===== src/rtl/mem_arbiter.sv =====
// Arbitrates the core's fetch and data ports onto one single-ported memory bus.
// Stalls the pipeline until every access requested this pipeline cycle has completed.
module mem_arbiter #(
    parameter int          TIMEOUT  = 255,
    parameter logic [31:0] ERR_DATA = 32'hFFFF_FFFF
) (
    input  logic        clk,
    input  logic        rst,
    input  logic        if_ce,
    input  logic [31:0] if_addr,
    output logic [31:0] if_rdata,
    input  logic        dm_ce,
    input  logic        dm_we,
    input  logic [3:0]  dm_sel,
    input  logic [31:0] dm_addr,
    input  logic [31:0] dm_wdata,
    output logic [31:0] dm_rdata,
    output logic        stallreq,
    output logic        mem_req,
    output logic        mem_we,
    output logic [3:0]  mem_sel,
    output logic [31:0] mem_addr,
    output logic [31:0] mem_wdata,
    input  logic [31:0] mem_rdata,
    input  logic        mem_ack,
    output logic        bus_err
);

    // state  | meaning
    // IDLE   | no access on the bus; pick the next outstanding port (data first)
    // BUSY_D | data access on the bus, waiting for mem_ack or timeout
    // BUSY_I | fetch access on the bus, waiting for mem_ack or timeout
    typedef enum logic [1:0] {IDLE, BUSY_D, BUSY_I} state_t;

    localparam logic [7:0] WAIT_LAST = 8'(TIMEOUT - 1);

    state_t     state, state_nx;
    logic       done_i, done_d;
    logic [7:0] wait_cnt;
    logic       need_i, need_d;
    logic       busy, timed_out, finish;

    assign need_d    = dm_ce & ~done_d;
    assign need_i    = if_ce & ~done_i;
    // Reset forces the stall low even though the cleared done flags would raise it.
    assign stallreq  = rst & (need_d | need_i);
    assign busy      = (state == BUSY_D) || (state == BUSY_I);
    assign timed_out = busy & ~mem_ack & (wait_cnt == WAIT_LAST);
    assign finish    = busy & (mem_ack | timed_out);

    always_comb begin
        state_nx = state;
        case (state)
            IDLE: begin
                if (need_d)      state_nx = BUSY_D;
                else if (need_i) state_nx = BUSY_I;
            end
            BUSY_D, BUSY_I: begin
                if (finish) state_nx = IDLE;
            end
            default: state_nx = IDLE;
        endcase
    end

    always_ff @(posedge clk or negedge rst) begin
        if (!rst) state <= IDLE;
        else      state <= state_nx;
    end

    always_ff @(posedge clk or negedge rst) begin
        if (!rst) begin
            mem_req   <= 1'b0;
            mem_we    <= 1'b0;
            mem_sel   <= 4'b0000;
            mem_addr  <= 32'd0;
            mem_wdata <= 32'd0;
            bus_err   <= 1'b0;
            if_rdata  <= 32'd0;
            dm_rdata  <= 32'd0;
            wait_cnt  <= 8'd0;
        end else begin
            bus_err <= timed_out;
            case (state)
                IDLE: begin
                    wait_cnt <= 8'd0;
                    if (need_d) begin
                        mem_req   <= 1'b1;
                        mem_we    <= dm_we;
                        mem_sel   <= dm_sel;
                        mem_addr  <= dm_addr;
                        mem_wdata <= dm_wdata;
                    end else if (need_i) begin
                        mem_req  <= 1'b1;
                        mem_we   <= 1'b0;
                        mem_sel  <= 4'b1111;
                        mem_addr <= if_addr;
                    end
                end
                BUSY_D, BUSY_I: begin
                    if (finish) begin
                        mem_req  <= 1'b0;
                        mem_we   <= 1'b0;
                        wait_cnt <= 8'd0;
                        if (!mem_we) begin
                            if (state == BUSY_D) dm_rdata <= mem_ack ? mem_rdata : ERR_DATA;
                            else                 if_rdata <= mem_ack ? mem_rdata : ERR_DATA;
                        end
                    end else begin
                        wait_cnt <= wait_cnt + 8'd1;
                    end
                end
                default: wait_cnt <= 8'd0;
            endcase
        end
    end

    // The release edge (stallreq low) clears both flags; a completion on the same edge wins.
    always_ff @(posedge clk or negedge rst) begin
        if (!rst) begin
            done_i <= 1'b0;
            done_d <= 1'b0;
        end else begin
            if (!stallreq) begin
                done_i <= 1'b0;
                done_d <= 1'b0;
            end
            if (finish && state == BUSY_D) done_d <= 1'b1;
            if (finish && state == BUSY_I) done_i <= 1'b1;
        end
    end

endmodule


===== config.mk =====
export PLATFORM = sky130hd
export DESIGN_NAME = mem_arbiter
export DESIGN_NICKNAME = d
export VERILOG_FILES = /design/src/rtl/mem_arbiter.sv
export SDC_FILE = /design/constraint.sdc
export NUM_CORES = 1
export LEC_CHECK = 0
export ABC_CLOCK_PERIOD_IN_PS = 2500
export CORE_ASPECT_RATIO = 1.2
export CORE_MARGIN = 4
export CORE_UTILIZATION = 35
export CTS_CLUSTER_SIZE = 14
export DETAILED_ROUTE_END_ITERATION = 8
export DONT_BUFFER_PORTS = 1
export HOLD_SLACK_MARGIN = 0.03
export SYNTH_ARGS = -nofsm -noshare
export SYNTH_HDL_FRONTEND = slang
export SYNTH_SLANG_ARGS = --single-unit

===== constraint.sdc =====
create_clock -name clk -period 2.5 [get_ports clk]
set_input_delay 0.5 -clock clk [delete_from_list [all_inputs] [get_ports clk]]
set_output_delay 0.5 -clock clk [all_outputs]
set_load 0.005 [all_outputs]

==> reports/summary.txt <==
status: finished, violations left
failing checks: negative hold slack
antenna-violating nets left: 0
Die ar.: 22800 µm²
Pre-Repair DR Iteration Count: 4
switching power: 3.40 mW
PwrDens: 1260 nW/µm²
CP startpoint kind: flip-flop
sw frac: 34.2%
wire length of the first global-routing pass: 26.1 mm
critical-path cell list: nand2b_4 > a21boi_0
Port Buffers: 0
Via-to-Cell Ratio: 5.00
Post-CTS Setup Bufs: 0
CTS Buffer Depth: 2
Distinct cells, synth: 42
Final TNS setup: 0 ns
gr usage total: 14.4%
Worst Setup Path Type: reg2out
WL per Instance: 20.0 µm
Max VDD drop: 0.000591 V
Async S/R FF share, synth: 100%
power share of the combinational group: 30.2%
Core ar.: 20200 µm²
EDFF count, synth: 0
FP Rows: 57
initial antenna violation count: 0
ys flop type: dfrtp_1
Die H: 165 µm
Setup Viol. Count Final: 0
largest net degree at the start of global routing: 151
Worst path max stage delay: 0.48 ns
fmax: 0.475 GHz
worst hold path type: in2async
mapped cell area: 7150 µm²
# DRC: 0
Max Slew Vio Count: 0
via total after detailed routing: 4220
area leader, netlist: dfrtp_1
# IOs: 274
Clock power frac: 26.9%
hold slack: -0.218 ns
Slew @ Worst Pin: 0.818 ns
width of the die: 139 µm
clk_skew: 0.0105 ns
dpl hpwl: 11.8 mm
Min Clock Period, post-route: 2.10 ns
Hold Vio Cnt, Final: 147
WP data arrival: 1.60 ns
critical path required time: 2.00 ns
Inserted Diodes: 0
gr ovfl total: 0
Seq pwr share: 42.9%
Mean Syn Cell Area: 12.5 µm²
CTS tree: built
Area Growth Syn to Fin: 10.7%
#FFs+latches synth: 147
clock slew at the register clock pins of the worst setup and hold paths: 0.07 ns
1st-iter DRT viols: 190
Maximum Capacitance Violations: 0
P_leak: 3.40 nW
H-tree depth: 4
Cells after Synth: 571
slowest cell on the critical path: a21boi_0
share of layout cells above drive strength 1: 24.7%
worst skew pair latency: 0.41 ns
WL final: 16.9 mm
dominant cells by area after synthesis: dfrtp_1, mux2_4, mux2i_1
Inserted Clock Buffers: 17
maximum fanout along the worst path: 22
CTS Root Cell: clkbuf_16
Nets: 710
Period Utilization, post-route: 84.2%
fill count: 1927
top-area cell type share of the netlist area: 51.4%
crit end category: primary output
RSZ-0062 raised after global routing: no
Syn. warnings: 0
vias in the first global route: 4647
max_slew headroom: 45.3%
Synthesized Nets: 715
Num Clock Sinks: 147
P_int: 6.54 mW
gpl congestion: 0.780
Seq/Total Area, Yosys: 51.4%
effective utilization at floorplan: 35.4%
-- per-stage QoR --
step           total power, mW  cells  cell area [µm²]  utilization [%]  setup slack [ns]
6_report                  9.94    844             7920             39.2             0.396
5_1_grt                   10.6    844             7920             39.2             0.317
4_1_cts                   10.1    844             7920             39.2             0.308
3_5_place_dp              7.37    812             7300             36.2             0.505
3_3_place_gp              7.19    812             7300             36.2             0.615
2_1_floorplan             6.72    571             7150                -             0.828
-- worst paths after layout --
path / start / end / slack (ns) / cells after the start
worst max-delay path: done_d / stallreq / 0.40 / 2
worst min-delay path: rst / dm_rdata[15] / -0.22 / 0
worst max register to register: state[0] / mem_wdata[8] / 0.51 / 4
worst min register to register: mem_wdata[13] / mem_wdata[13] / 0.54 / 1
max in group asynchronous: rst / dm_rdata[1] / 2.47 / 0
min in group clk: dm_wdata[19] / mem_wdata[19] / 0.23 / 1
-- layer usage --
metal / up-vias / share of wire [%] / global-route usage [%] / routed length [µm]
li1: 1924 / - / - / -
met1: 2077 / 38 / 15.7 / 6430
met4: 0 / 1.7 / 4.67 / 286
met5: - / 0 / 0 / 0
met3: 16 / 11 / 7.47 / 1790
met2: 203 / 50 / 24.4 / 8370
-- kinds of logic after synthesis --
kind of cell    after synthesis  synth area share (%)
xor+xnor                      3                 0.367
mux                         160                  26.8
compound gates               89                  7.08
flops                       147                  51.4
buf+inv                      99                  7.68
simple gates                 67                  5.60
fa+ha+maj                     6                  1.05
-- layout by cell type (no fill, tap or decap), types with 2 or more instances in the layout --
master | Yosys | layout
o22a_1 | 4 | 4
nand2b_1 | 35 | 35
o22ai_1 | 2 | 2
ha_1 | 6 | 6
inv_1 | 70 | 70
nand4_1 | 3 | 3
nand3_1 | 5 | 5
nand2_1 | 6 | 6
o211ai_1 | 2 | 2
bufinv_16 | 0 | 2
or3_1 | 3 | 3
dfrtp_1 | 147 | 147
clkbuf_16 | 0 | 17
mux2i_1 | 64 | 64
buf_12 | 4 | 4
clkinv_4 | 0 | 3
inv_8 | 0 | 6
nor2_1 | 5 | 5
inv_6 | 0 | 3
xor2_1 | 2 | 2
mux2_2 | 44 | 44
o21ai_0 | 4 | 4
a211oi_1 | 2 | 2
a21oi_1 | 69 | 68
mux2_4 | 52 | 52
-- critical path: cells and delay by family, from the launching register on --
| kind | cells | cell delay [ns] |
|---|---|---|
| simple gates | 1 | 0.32 |
| flops | 1 | 0.40 |
| compound gates | 1 | 0.48 |
-- cells in the mapped netlist, types with 2 or more instances --
master / instances
a211oi_1: 2
a21oi_1: 69
buf_12: 4
buf_2: 3
buf_4: 8
buf_6: 9
clkbuf_1: 4
dfrtp_1: 147
ha_1: 6
inv_1: 70
mux2_2: 44
mux2_4: 52
mux2i_1: 64
nand2_1: 6
nand2b_1: 35
nand3_1: 5
nand4_1: 3
nor2_1: 5
o211ai_1: 2
o21ai_0: 4
o22a_1: 4
o22ai_1: 2
or3_1: 3
xor2_1: 2
-- power by group through the flow --
stage / Sequential [mW] / Combinational (mW) / Clock, mW
2_1_floorplan: 3.96 / 2.77 / 0
3_3_place_gp: 4.29 / 2.90 / 0
4_1_cts: 4.30 / 3.06 / 2.77
5_1_grt: 4.40 / 3.30 / 2.87
6_report: 4.27 / 3.01 / 2.67
3_5_place_dp: 4.32 / 3.05 / 0
-- flip-flops by register name, summed over array words and instances, names as in the netlist --
| name | flops |
|---|---|
| mem_we | 1 |
| state | 2 |
| mem_req | 1 |
| mem_addr | 32 |
| if_rdata | 32 |
| mem_sel | 4 |
| done_d | 1 |
| done_i | 1 |
| mem_wdata | 32 |
| wait_cnt | 8 |
| dm_rdata | 32 |
| bus_err | 1 |
-- what timing repair did --
item / in CTS / in global routing
endpoints found under the hold margin: 147 / 147
gates resized for setup: 0 / 0
setup endpoints to repair: 0 / 0
-- final cells by class --
| type | instances | area [µm²] | area share [%] |
|---|---|---|---|
| clock buffers | 17 | 425 | 5.37 |
| clock inverters | 15 | 188 | 2.37 |
| inverters | 70 | 263 | 3.32 |
| multi-input cells | 325 | 2940 | 37.2 |
| flip-flops and latches | 147 | 3680 | 46.5 |
| well taps | 265 | 332 | 4.19 |
| repair buffers | 5 | 87.6 | 1.11 |
(Power assumes the default switching activity.)
